[src/rtl/seg_scan_driver.sv]
// Multiplexed common-anode 7-segment driver: scans packed digit nibbles one digit at a time,
// blanks blinking digits on alternate half-periods, and registers every display output.
module seg_scan_driver #(
  parameter int unsigned NUM_DIGITS = 6,
  parameter int unsigned SCAN_DIV   = 100000,
  parameter int unsigned BLINK_DIV  = 50000000,
  localparam int unsigned IDX_W     = (NUM_DIGITS > 1) ? $clog2(NUM_DIGITS) : 1,
  localparam int unsigned SCAN_W    = (SCAN_DIV > 1) ? $clog2(SCAN_DIV) : 1,
  localparam int unsigned BLINK_W   = (BLINK_DIV > 1) ? $clog2(BLINK_DIV) : 1
) (
  input  logic                    MCLK,
  input  logic                    rst,
  input  logic                    en,
  input  logic [4*NUM_DIGITS-1:0] digits,
  input  logic [NUM_DIGITS-1:0]   blink_mask,
  input  logic [NUM_DIGITS-1:0]   dp,
  output logic [6:0]              seg,
  output logic                    seg_dp,
  output logic [NUM_DIGITS-1:0]   an,
  output logic [IDX_W-1:0]        scan_idx
);

  logic [SCAN_W-1:0]     scan_cnt_q;
  logic [BLINK_W-1:0]    blink_cnt_q;
  logic                  blink_phase_q;
  logic                  scan_tick;
  logic                  blink_tick;
  logic [3:0]            cur_digit;
  logic [6:0]            pattern;
  logic                  blanked;
  logic [6:0]            seg_d;
  logic                  seg_dp_d;
  logic [NUM_DIGITS-1:0] an_d;

  assign scan_tick  = (scan_cnt_q == SCAN_W'(SCAN_DIV - 1));
  assign blink_tick = (blink_cnt_q == BLINK_W'(BLINK_DIV - 1));

  always_comb begin
    cur_digit = digits[4*int'(scan_idx) +: 4];
    blanked   = blink_phase_q & blink_mask[scan_idx];
    // Active-high g..a; inverted below for the active-low cathodes.
    case (cur_digit)
      4'h0:    pattern = 7'h3F;
      4'h1:    pattern = 7'h06;
      4'h2:    pattern = 7'h5B;
      4'h3:    pattern = 7'h4F;
      4'h4:    pattern = 7'h66;
      4'h5:    pattern = 7'h6D;
      4'h6:    pattern = 7'h7D;
      4'h7:    pattern = 7'h07;
      4'h8:    pattern = 7'h7F;
      4'h9:    pattern = 7'h6F;
      4'hA:    pattern = 7'h77;
      4'hB:    pattern = 7'h7C;
      4'hC:    pattern = 7'h39;
      4'hD:    pattern = 7'h5E;
      4'hE:    pattern = 7'h79;
      default: pattern = 7'h00;
    endcase
    seg_d    = blanked ? 7'h7F : ~pattern;
    seg_dp_d = blanked ? 1'b1 : ~dp[scan_idx];
    an_d     = en ? ~(NUM_DIGITS'(1) << scan_idx) : {NUM_DIGITS{1'b1}};
  end

  always_ff @(posedge MCLK) begin
    if (rst) begin
      scan_cnt_q    <= '0;
      blink_cnt_q   <= '0;
      blink_phase_q <= 1'b0;
      scan_idx      <= '0;
      seg           <= 7'h7F;
      seg_dp        <= 1'b1;
      an            <= {NUM_DIGITS{1'b1}};
    end else begin
      scan_cnt_q <= scan_tick ? '0 : scan_cnt_q + 1'b1;
      if (scan_tick) begin
        scan_idx <= (scan_idx == IDX_W'(NUM_DIGITS - 1)) ? '0 : scan_idx + 1'b1;
      end
      blink_cnt_q <= blink_tick ? '0 : blink_cnt_q + 1'b1;
      if (blink_tick) begin
        blink_phase_q <= ~blink_phase_q;
      end
      seg    <= seg_d;
      seg_dp <= seg_dp_d;
      an     <= an_d;
    end
  end

endmodule

[config.mk]
export PLATFORM = sky130hd
export DESIGN_NAME = seg_scan_driver
export DESIGN_NICKNAME = d
export VERILOG_FILES = /design/src/rtl/seg_scan_driver.sv
export SDC_FILE = /design/constraint.sdc
export NUM_CORES = 1
export LEC_CHECK = 0
export BUFFER_PORTS_ARGS = -buffer_cell sky130_fd_sc_hd__buf_2
export CORE_MARGIN = 10
export CORE_UTILIZATION = 38
export DETAILED_ROUTE_END_ITERATION = 8
export HOLD_SLACK_MARGIN = 0.15
export PLACE_DENSITY = 0.57
export SYNTH_ARGS = -nofsm -noshare
export SYNTH_HDL_FRONTEND = slang
export SYNTH_SLANG_ARGS = --single-unit
[constraint.sdc]
create_clock -name MCLK -period 3.7 [get_ports MCLK]
set_input_delay 0.185 -clock MCLK [delete_from_list [all_inputs] [get_ports MCLK]]
set_output_delay 0.185 -clock MCLK [all_outputs]
set_load 0.1 [all_outputs]
==> results of run 1 <==
-- worst paths after layout --
kind	startpoint	end	slack (ns)
worst max-delay path	scan_idx[1]	seg[3]	1.12
worst min-delay path	en	an[3]	0.21
worst max register to register	scan_idx[1]	seg[3]	1.12
worst min register to register	blink_cnt_q[0]	blink_cnt_q[0]	0.46
-- timing repair --
item / 4_1_cts / 5_1_grt
hold buffers: 1 / 0
gates resized for setup: 0 / 0
endpoints found under the hold margin: 4 / 0
-- area by class of cell --
class	instances	share of cell area (%)
clock inverters	3	1.90
flip-flops and latches	61	34.3
clock buffers	13	4.46
multi-input cells	252	46.3
repair buffers	56	8.01
inverters	14	1.48
well taps	102	3.58
-- flip-flops by register name, summed over array words and instances (netlist names) --
name,flops
scan_cnt_q,17
seg_dp,1
seg,7
blink_cnt_q,26
blink_phase_q,1
scan_idx,3
an,6
-- power by group --
group	total (W)	internal, W	switching [W]	leakage [nW]
clock	0.000666	0.000417	0.000250	0.110
combinational	0.000145	0.0000430	0.000102	0.730
sequential	0.000677	0.000670	0.00000670	0.496
total	0.00149	0.00113	0.000358	1.34
-- critical path, stage by stage, from the launching register on --
cell and delay, ns:
sky130_fd_sc_hd__dfxtp_1 0.79, sky130_fd_sc_hd__mux2_2 0.41, sky130_fd_sc_hd__a21oi_1 0.42, sky130_fd_sc_hd__inv_1 0.16, sky130_fd_sc_hd__ha_1 0.22, sky130_fd_sc_hd__inv_1 0.07
sky130_fd_sc_hd__a21oi_1 0.06, sky130_fd_sc_hd__o21ai_0 0.17, sky130_fd_sc_hd__o311ai_0 0.13
-- layer usage --
metal,vias up,part of all wire [%]
li1,1285,-
met1,1145,49
met2,58,44
met3,7,5.8
met4,0,1.5
met5,-,0
-- cell families (layout without fill, tap and decap cells) --
kind of cell | count (synthesis) | in the layout
compound gates | 31 | 31
xor+xnor | 38 | 38
fa+ha+maj | 9 | 9
buf+inv | 28 | 86
flops | 61 | 61
mux | 17 | 17
simple gates | 157 | 157
-- Yosys cell counts --
master and n:
sky130_fd_sc_hd__buf_2 6, sky130_fd_sc_hd__xor2_1 26, sky130_fd_sc_hd__a311oi_2 1, sky130_fd_sc_hd__or4_1 2, sky130_fd_sc_hd__a21oi_1 8, sky130_fd_sc_hd__nand4b_1 1
sky130_fd_sc_hd__nor3b_1 1, sky130_fd_sc_hd__clkbuf_1 3, sky130_fd_sc_hd__dfxtp_1 61, sky130_fd_sc_hd__and4_1 2, sky130_fd_sc_hd__nor3_1 6, sky130_fd_sc_hd__nor4_2 1
sky130_fd_sc_hd__o22ai_1 2, sky130_fd_sc_hd__or3_2 3, sky130_fd_sc_hd__and3_1 4, sky130_fd_sc_hd__o2bb2ai_1 1, sky130_fd_sc_hd__a21bo_2 1, sky130_fd_sc_hd__nor4_1 2
sky130_fd_sc_hd__o22a_1 2, sky130_fd_sc_hd__o211ai_1 1, sky130_fd_sc_hd__a211o_1 1, sky130_fd_sc_hd__mux2_2 3, sky130_fd_sc_hd__o21ai_0 8, sky130_fd_sc_hd__mux2i_1 12
sky130_fd_sc_hd__nand4_1 15, sky130_fd_sc_hd__inv_1 14, sky130_fd_sc_hd__nor2b_1 2, sky130_fd_sc_hd__nor2_1 55, sky130_fd_sc_hd__o311ai_0 2, sky130_fd_sc_hd__nand2_1 25
sky130_fd_sc_hd__and2_1 3, sky130_fd_sc_hd__buf_4 3, sky130_fd_sc_hd__or2_2 4, sky130_fd_sc_hd__nor4b_2 1, sky130_fd_sc_hd__xnor2_1 12, sky130_fd_sc_hd__buf_6 2
sky130_fd_sc_hd__or3_1 3, sky130_fd_sc_hd__mux4_2 2, sky130_fd_sc_hd__nand3_1 20, sky130_fd_sc_hd__and4bb_2 1, sky130_fd_sc_hd__o221ai_1 4, sky130_fd_sc_hd__nand2b_1 4
sky130_fd_sc_hd__ha_1 9, sky130_fd_sc_hd__nor4b_1 2
-- stage by stage --
stage	cells	util [%]	total power, W	cell area (um2)	hold slack (ns)
3_3_place_gp	484	43.0	0.000836	3320	0.436
3_5_place_dp	484	43.0	0.000836	3320	0.449
4_1_cts	501	46.1	0.00151	3560	0.208
5_1_grt	501	46.1	0.00155	3560	0.218
2_1_floorplan	341	-	0.000798	3010	0.394
6_report	501	46.1	0.00149	3560	0.212
==> results_dict.tcl, run 1 <==
set metrics [dict create \
    run_status "finished, final reports clean" \
    num-nets-final 442 \
    drtAntennaViolNets 0 \
    leakage_nw 1.34 \
    total_cts_buffers 9 \
    synth_fp_nets 389 \
    synthDistinctLibCells 44 \
    r2r_cells 8 \
    placer_s_final_routability_congestion_estimate 0.835 \
    synthesis.instances 341 \
    antenna_cells 0 \
    drive_above_1_share_pct 21.6 \
    post-cts-setup-buffer-count 0 \
    first_pass_grt_wire_length_mm 11.6 \
    cap_violations 0 \
    ys_seq_elements 61 \
    grt_pass1_vias 2504 \
    max_freq_mhz 388 \
    dp_hpwl_mm 5.10 \
    leading_cell_type_in_the_layout_fill_and_taps_excluded "sky130_fd_sc_hd__dfxtp_1" \
    timing.max_slew.rel_slack_pct 42.2 \
    fp.dieArea_um2 11900 \
    synth-compound-area-share_pct 7.07 \
    grt_antenna_before_repair 0 \
    synthesis.area_um2 3010 \
    hold_viol 0 \
    die_width_um 109 \
    detail_route.wl_per_cell_um 13.4 \
    multi_input_comb_area_um2 1650 \
    synth.yosys.seq_area_share_pct 40.6 \
    placement_rows 32 \
    tritoncts_clock_tree "yes" \
    timing.final.max_slew_violations 0 \
    average_vias_per_placed_instance 4.98 \
    synth_simple_gate_area_share_pct 26.3 \
    global_route.overflow_total 0 \
    route.vias.total 2495 \
    timing.critical_path.arrival_ns 2.75 \
    syn2layout_area_growth_pct 18.4 \
    finalSetupTns_ns 0 \
    vdd.ir_drop.worst_mv 0.204 \
    timing.final.setup_violations 0 \
    largest_net_degree_at_the_start_of_global_routing 26 \
    synthTopCellsByArea "sky130_fd_sc_hd__dfxtp_1 41%, sky130_fd_sc_hd__xor2_1 7.6%, sky130_fd_sc_hd__nor2_1 6.9%" \
    worstSetupStartpointType "flip-flop" \
    io_buffer_count 55 \
    drtPass1Iterations 4 \
    place_worst_setup_slack_ns 1.12 \
    synth_top_family_by_area "simple AND/OR/NAND/NOR gates" \
    crit_type "flip-flop to flip-flop" \
    numClockSinks 61 \
    final.period_utilization_pct 69.7 \
    cts_root_buffer "sky130_fd_sc_hd__clkbuf_8" \
    synth_top_area_share_pct 40.6 \
    drt_wl_total_mm 6.71 \
    period_needed_ns 2.58 \
    tightestPinTransition_ns 0.859 \
    synth-adder-area-share_pct 3.74 \
    grt-busiest-layer "met2" \
    min_delay_path_depth 3 \
    insertion_delay_ns 0.34 \
    clockBufferDepth 2 \
    cp_max_fo 19 \
    yosys_warnings 0 \
    power-per-cell-area_nw_per_um2 418 \
    start_util_pct 38.9 \
    synthDominantAreaCellType "sky130_fd_sc_hd__dfxtp_1" \
    clkSlewWorstSetupHoldPaths_ns 0.06 \
    floorplan.io_pins 56 \
    syn-mean-instance-area_um2 8.82 \
    grtUsageMet1_pct 14.9 \
    yosys.area_share.xor_xnor_pct 11.1 \
    regArea_um2 1220 \
    setup_repair_after_global_routing_missed_its_margin "false" \
    gr-usage-met3_pct 4.66 \
    grtUsageTotal_pct 12.1 \
    met2_usage_pct 18.2 \
    worst_setup_path_end_kind "flip-flop" \
    final.fill_count 779 \
    die_height_um 109 \
    post_synth_mux_area_share_pct 6.61 \
    floorplan.core_area_um2 7730 \
    drcViolationCount 0 \
    worstHoldPathType "input pin to flip-flop" \
    cts-htree-levels 3 \
    final_critical_path_setup_slack_ns 1.12 \
    drtIter0Drc 66 \
    worst-endpoint-required_ns 3.87 \
    final_cell_mix "61 x sky130_fd_sc_hd__dfxtp_1, 55 x sky130_fd_sc_hd__nor2_1, 55 x sky130_fd_sc_hd__buf_2, 26 x sky130_fd_sc_hd__xor2_1, 25 x sky130_fd_sc_hd__nand2_1" \
    final_skew_ns 0.00758 \
]
Note: power is estimated with default switching activity, not from simulation.
==> inputs of run 2 (changes only) <==
==> constraint.sdc (replaced) <==
create_clock -name MCLK -period 2.4 [get_ports MCLK]
set_input_delay 0.12 -clock MCLK [delete_from_list [all_inputs] [get_ports MCLK]]
set_output_delay 0.12 -clock MCLK [all_outputs]
set_load 0.1 [all_outputs]
==> run 2 against run 1 <==
  * Core utilization grew 0.24 points
  * Power increased by 39%
  * Routed wire length fell by 0.78%
  * Maximum frequency rose by 21%
  * Count of clock-buffer cells in the layout down 4
  * Worst setup slack worse by 0.85 ns
  * Clock skew increased by 0.0065 ns
  * Clock power up 21%
  * Die area unchanged
  * Critical path depth decreased by 1
==> results_dict.tcl, run 2 (same netlist as run 1, synthesis figures left out) <==
set metrics [dict create \
    grt_antenna_before_repair 0 \
    num-nets-final 449 \
    timing.max_slew.rel_slack_pct 61.8 \
    worstSetupStartpointType "flip-flop" \
    numClockSinks 61 \
    clkSlewWorstSetupHoldPaths_ns 0.07 \
    drtAntennaViolNets 0 \
    worst_setup_path_startpoint "scan_idx[0]" \
    cts-htree-levels 3 \
    timing.final.max_slew_violations 0 \
    drt_wl_total_mm 6.66 \
    worstHoldPathType "input pin to flip-flop" \
    final.fill_count 768 \
    average_vias_per_placed_instance 4.90 \
    detail_route.wl_per_cell_um 13.1 \
    vdd.ir_drop.worst_mv 0.322 \
    leading_cell_type_in_the_layout_fill_and_taps_excluded "sky130_fd_sc_hd__dfxtp_1" \
    reg2reg_slack_ns 0.27 \
    dp_hpwl_mm 5.07 \
    timing.critical_path.slowest_cell_delay_ns 0.42 \
    timing.critical_path.arrival_ns 2.35 \
    worst-endpoint-required_ns 2.62 \
    insertion_delay_ns 0.35 \
    final_skew_ns 0.0141 \
    start_util_pct 38.9 \
    register_containing_the_most_flip_flops_in_the_final_layout "blink_cnt_q" \
    worstPathCellList "nor2_1 > nand2_1 > nand2_1 > inv_1 > ha_1 > and2_1 > o311ai_0" \
    fp.dieArea_um2 11900 \
    p_int_w 0.00148 \
    final.period_utilization_pct 88.6 \
    cp.buffers_inverters 1 \
    clockBufferDepth 2 \
    total_cts_buffers 9 \
    path_common_cell "sky130_fd_sc_hd__nand2_1" \
    proportion_of_power_drawn_by_the_clock_network_pct 38.9 \
    io_buffer_count 55 \
    placer_s_final_routability_congestion_estimate 0.820 \
    p_sw_w 0.000596 \
    cap_violations 0 \
    reg.largest.list "blink_cnt_q: 26 flops, scan_cnt_q: 17 flops, seg: 7 flops" \
    period_needed_ns 2.13 \
    dpl.cell_count 489 \
    timing.final.setup_violations 0 \
    setup_repair_after_global_routing_missed_its_margin "false" \
    die_height_um 109 \
    critical_path.slowest_cell "sky130_fd_sc_hd__dfxtp_4" \
    power.share.combinational_pct 10.9 \
    antenna_cells 0 \
    max_freq_mhz 470 \
    power.share.switching_pct 28.8 \
    largest_net_degree_at_the_start_of_global_routing 26 \
    cts_root_buffer "sky130_fd_sc_hd__clkbuf_8" \
    drtPass1Iterations 4 \
    first_pass_grt_wire_length_mm 11.4 \
    tightestPinTransition_ns 0.572 \
    post-cts-setup-buffer-count 0 \
    floorplan.core_area_um2 7730 \
    drtIter0Drc 119 \
    die_width_um 109 \
    route.vias.total 2487 \
    power-per-cell-area_nw_per_um2 579 \
    power.share.sequential_pct 50.2 \
    global_route.overflow_total 0 \
    cp_max_fo 17 \
    final_cell_mix "58 x sky130_fd_sc_hd__dfxtp_1, 55 x sky130_fd_sc_hd__nor2_1, 55 x sky130_fd_sc_hd__buf_2, 26 x sky130_fd_sc_hd__xor2_1, 25 x sky130_fd_sc_hd__nand2_1" \
    floorplan.io_pins 56 \
    largest_register_ffs 26 \
    run_status "finished, final reports clean" \
    r2r_start "scan_idx[0]" \
    hold_viol 0 \
    drive_above_1_share_pct 23.9 \
    syn2layout_area_growth_pct 19.0 \
    finalSetupTns_ns 0 \
    grtUsageTotal_pct 12.0 \
    placement.cell_area_um2 3370 \
    leakage_nw 1.35 \
    min_from "dp[4]" \
    worst_setup_path_end_kind "flip-flop" \
    cpLargestDelayFamily "simple AND/OR/NAND/NOR gates" \
    tritoncts_clock_tree "yes" \
    grt_pass1_vias 2474 \
    stdcell_area_um2 3580 \
    drcViolationCount 0 \
    post_layout_nonfiller_instances 508 \
    crit_type "flip-flop to flip-flop" \
    placement_rows 32 \
]
-- run 2: worst min-delay path, stage by stage --
cell,delay (ns)
sky130_fd_sc_hd__buf_2,0.08
sky130_fd_sc_hd__mux2i_1,0.05
sky130_fd_sc_hd__o21ai_0,0.15
sky130_fd_sc_hd__nand2_1,0.06
-- run 2: power groups by stage --
stage	registers, W	clock network (W)	logic, W
final	0.00104	0.000806	0.000226
after global placement	0.00106	0	0.000224
after floorplan	0.00115	0	0.0000807
after CTS	0.00104	0.000838	0.000229
after global routing	0.00104	0.000888	0.000246
after detailed placement	0.00106	0	0.000224
-- run 2: timing repair --
item	in CTS	in global routing
hold buffers	3	0
resized for setup	0	0
hold endpoints to repair	10	0
-- run 2: path summary, 6_finish.rpt --
kind | depth (start not counted) | to
max | 7 | seg[3]
min | 4 | seg_dp
max reg2reg | 7 | seg[3]
min reg2reg | 1 | blink_cnt_q[0]
-- run 2: stage by stage --
stage / total power (W) / hold WS (ns) / setup slack (ns) / util [%]
3_3_place_gp: 0.00129 / 0.428 / 0.323 / 43.7
4_1_cts: 0.00211 / 0.151 / 0.273 / 46.3
5_1_grt: 0.00218 / 0.176 / 0.0793 / 46.3
3_5_place_dp: 0.00129 / 0.436 / 0.308 / 43.7
6_report: 0.00207 / 0.171 / 0.274 / 46.3
2_1_floorplan: 0.00123 / 0.329 / 0.0447 / -
-- run 2: final cells by class --
cell class              count  area (um2)  share of cell area [%]
repair buffers             63         343                    9.58
inverters                  14        52.6                    1.47
multi-input cells         252        1650                    46.1
well taps                 102         128                    3.57
clock buffers               9         124                    3.46
flip-flops and latches     61        1230                    34.4
clock inverters             7        51.3                    1.43
-- run 2: routing by layer --
layer / wire, um / GRT usage [%]
met4: 89 / 4.52
met3: 312 / 5.19
met2: 3030 / 18.0
met5: 0 / 0
met1: 3220 / 14.9
==> inputs of run 3 (changes only) <==
--- a/config.mk
+++ b/config.mk
@@ -8,6 +8,7 @@
 export BUFFER_PORTS_ARGS = -buffer_cell sky130_fd_sc_hd__buf_2
 export CORE_MARGIN = 10
 export CORE_UTILIZATION = 38
+export CTS_BUF_LIST = sky130_fd_sc_hd__clkbuf_16
 export DETAILED_ROUTE_END_ITERATION = 8
 export HOLD_SLACK_MARGIN = 0.15
 export PLACE_DENSITY = 0.57
==> run 3 against run 2 <==
  * Core utilization rose by 1.2 points
  * Non-clock buffer count fell by 1
  * Critical endpoint unchanged
  * Combinational power barely moved
  * Worst hold slack improved by 0.018 ns
  * Sequential share of layout area fell by 0.85 points
  * Clock skew fell by 0.0057 ns
  * Highest routed layer unchanged
  * Sequential power barely moved
  * Critical path type unchanged
  * Final cell count fell by 0.20%
  * Die area did not move
==> results_dict.tcl, run 3 (same netlist as run 1, synthesis figures left out) <==
set metrics [dict create \
    drtIter0Drc 129 \
    hold_path_endpoint "seg_dp" \
    top_layer "met4" \
    wl_met2_mm 3.01 \
    grt_pass1_vias 2514 \
    dp_hpwl_mm 5.07 \
    power-per-cell-area_nw_per_um2 663 \
    leading_cell_type_in_the_layout_fill_and_taps_excluded "sky130_fd_sc_hd__dfxtp_1" \
    power.share.sequential_pct 42.8 \
    antenna_cells 0 \
    worstHoldPathType "input pin to flip-flop" \
    timing.critical_path.arrival_ns 2.33 \
    tritoncts_clock_tree "yes" \
    final.period_utilization_pct 88.5 \
    placement_rows 32 \
    drt_wl_total_mm 6.68 \
    worstSetupStartpointType "flip-flop" \
    average_vias_per_placed_instance 4.91 \
    worst-endpoint-required_ns 2.61 \
    worst_setup_path_end_kind "flip-flop" \
    place_worst_setup_slack_ns 0.308 \
    cts-htree-levels 3 \
    min_delay_path_depth 4 \
    power.share.switching_pct 26.0 \
    cts_root_buffer "sky130_fd_sc_hd__clkbuf_16" \
    p_int_w 0.00180 \
    hold_viol 0 \
    reg2reg_slack_ns 0.28 \
    global_route.overflow_total 0 \
    min_from "dp[5]" \
    drcViolationCount 0 \
    power.share.combinational_pct 9.3 \
    start_util_pct 38.9 \
    placer_s_final_routability_congestion_estimate 0.820 \
    final_cell_mix "58 x sky130_fd_sc_hd__dfxtp_1, 55 x sky130_fd_sc_hd__nor2_1, 55 x sky130_fd_sc_hd__buf_2, 26 x sky130_fd_sc_hd__xor2_1, 25 x sky130_fd_sc_hd__nand2_1" \
    finalSetupTns_ns 0 \
    setup_repair_after_global_routing_missed_its_margin "false" \
    timing.max_slew.rel_slack_pct 63.1 \
    route.vias.total 2488 \
    first_pass_grt_wire_length_mm 11.5 \
    worstPathCellList "nand2b_1 > o22a_1 > nand2_1 > inv_1 > ha_1 > and2_1 > o311ai_0" \
    proportion_of_power_drawn_by_the_clock_network_pct 47.9 \
    crit_type "flip-flop to flip-flop" \
    detail_route.wl_per_cell_um 13.2 \
    cpLargestDelayFamily "simple AND/OR/NAND/NOR gates" \
    timing.final.max_slew_violations 0 \
    r2r_start "scan_idx[1]" \
    num-nets-final 448 \
    tightestPinTransition_ns 0.554 \
    register_containing_the_most_flip_flops_in_the_final_layout "blink_cnt_q" \
    timing.critical_path.slowest_cell_delay_ns 0.42 \
    vdd.ir_drop.worst_mv 0.364 \
    fp.dieArea_um2 11900 \
    run_status "finished, final reports clean" \
    die_width_um 109 \
    drtAntennaViolNets 0 \
    clockBufferDepth 2 \
    insertion_delay_ns 0.33 \
    largest_net_degree_at_the_start_of_global_routing 26 \
    io_buffer_count 55 \
    critical_path.slowest_cell "sky130_fd_sc_hd__dfxtp_4" \
    drtPass1Iterations 4 \
    p_sw_w 0.000633 \
    die_height_um 109 \
    reg.largest.list "blink_cnt_q: 26 flops, scan_cnt_q: 17 flops, seg: 7 flops" \
    largest_register_ffs 26 \
    cts_resized 0 \
    clkSlewWorstSetupHoldPaths_ns 0.05 \
    cp_max_fo 19 \
    drive_above_1_share_pct 24.0 \
    max_freq_mhz 471 \
    wirelength_met1_mm 3.24 \
    r2r-end "seg[3]" \
    floorplan.core_area_um2 7730 \
    cap_violations 0 \
    final_critical_path_setup_slack_ns 0.276 \
    period_needed_ns 2.12 \
    grtUsageTotal_pct 11.8 \
    total_cts_buffers 9 \
    final_skew_ns 0.00833 \
    leakage_nw 1.39 \
    syn2layout_area_growth_pct 22.0 \
    timing.final.setup_violations 0 \
    floorplan.io_pins 56 \
    numClockSinks 61 \
    grt_antenna_before_repair 0 \
    r2r_cells 7 \
    routed-wl-met3_um 326 \
    cp.buffers_inverters 1 \
]
run 3: cell count changes in the layout (fill, tap and decap cells not counted), sizes merged:
cell | previous run | this run
dlygate4sd3 | 3 | 2
run 3: final cells by class:
class                           instances  area, um2
Timing Repair Buffer                   62        333
Clock buffer                            9        225
Tap cell                              102        128
Multi-Input combinational cell        252       1650
Inverter                               14       52.6
Fill cell                             758       4060
Sequential cell                        61       1230
Clock inverter                          7       51.3
run 3: how the worst max path moves through the flow:
| stage | startpoint | endpoint | depth (start not counted) |
|---|---|---|---|
| 2_1_floorplan | scan_idx[2] | seg[3] | 8 |
| 3_3_place_gp | scan_idx[0] | seg[0] | 3 |
| 3_5_place_dp | scan_idx[1] | seg[3] | 7 |
| 4_1_cts | scan_idx[1] | seg[3] | 7 |
| 5_1_grt | scan_idx[0] | seg[3] | 7 |
| 6_report | scan_idx[1] | seg[3] | 7 |
run 3: what timing repair did:
| action | 4_1_cts | 5_1_grt |
|---|---|---|
| buffers inserted | 0 | 0 |
| hold buffers | 2 | 0 |
| endpoints found under the hold margin | 9 | 0 |
run 3: stage by stage:
| stage | total power [W] | hold WS (ns) | area, um2 | instances | util, % |
|---|---|---|---|---|---|
| 2_1_floorplan | 0.00123 | 0.329 | 3020 | 341 | - |
| 3_3_place_gp | 0.00129 | 0.428 | 3370 | 489 | 43.7 |
| 4_1_cts | 0.00247 | 0.174 | 3670 | 507 | 47.5 |
| 6_report | 0.00243 | 0.188 | 3670 | 507 | 47.5 |
| 5_1_grt | 0.00253 | 0.211 | 3670 | 507 | 47.5 |
| 3_5_place_dp | 0.00129 | 0.436 | 3370 | 489 | 43.7 |
run 3: power by group through the flow:
stage / Combinational (W) / Sequential (W) / Clock (W)
2_1_floorplan: 0.0000807 / 0.00115 / 0
3_5_place_dp: 0.000224 / 0.00106 / 0
6_report: 0.000226 / 0.00104 / 0.00117
3_3_place_gp: 0.000224 / 0.00106 / 0
5_1_grt: 0.000245 / 0.00104 / 0.00125
4_1_cts: 0.000228 / 0.00104 / 0.00120
run 3: worst reg2reg max path: stages, from the launching register on:
cell and delay, ns:
sky130_fd_sc_hd__dfxtp_4 0.42, sky130_fd_sc_hd__nand2b_1 0.25, sky130_fd_sc_hd__o22a_1 0.27, sky130_fd_sc_hd__nand2_1 0.19
sky130_fd_sc_hd__inv_1 0.13, sky130_fd_sc_hd__ha_1 0.34, sky130_fd_sc_hd__and2_1 0.15, sky130_fd_sc_hd__o311ai_0 0.27
run 3: layer usage:
layer / global-route usage [%] / vias up
met5: 0 / -
met4: 4.14 / 0
met1: 14.8 / 1126
li1: - / 1296
met3: 4.13 / 11
met2: 18.3 / 55
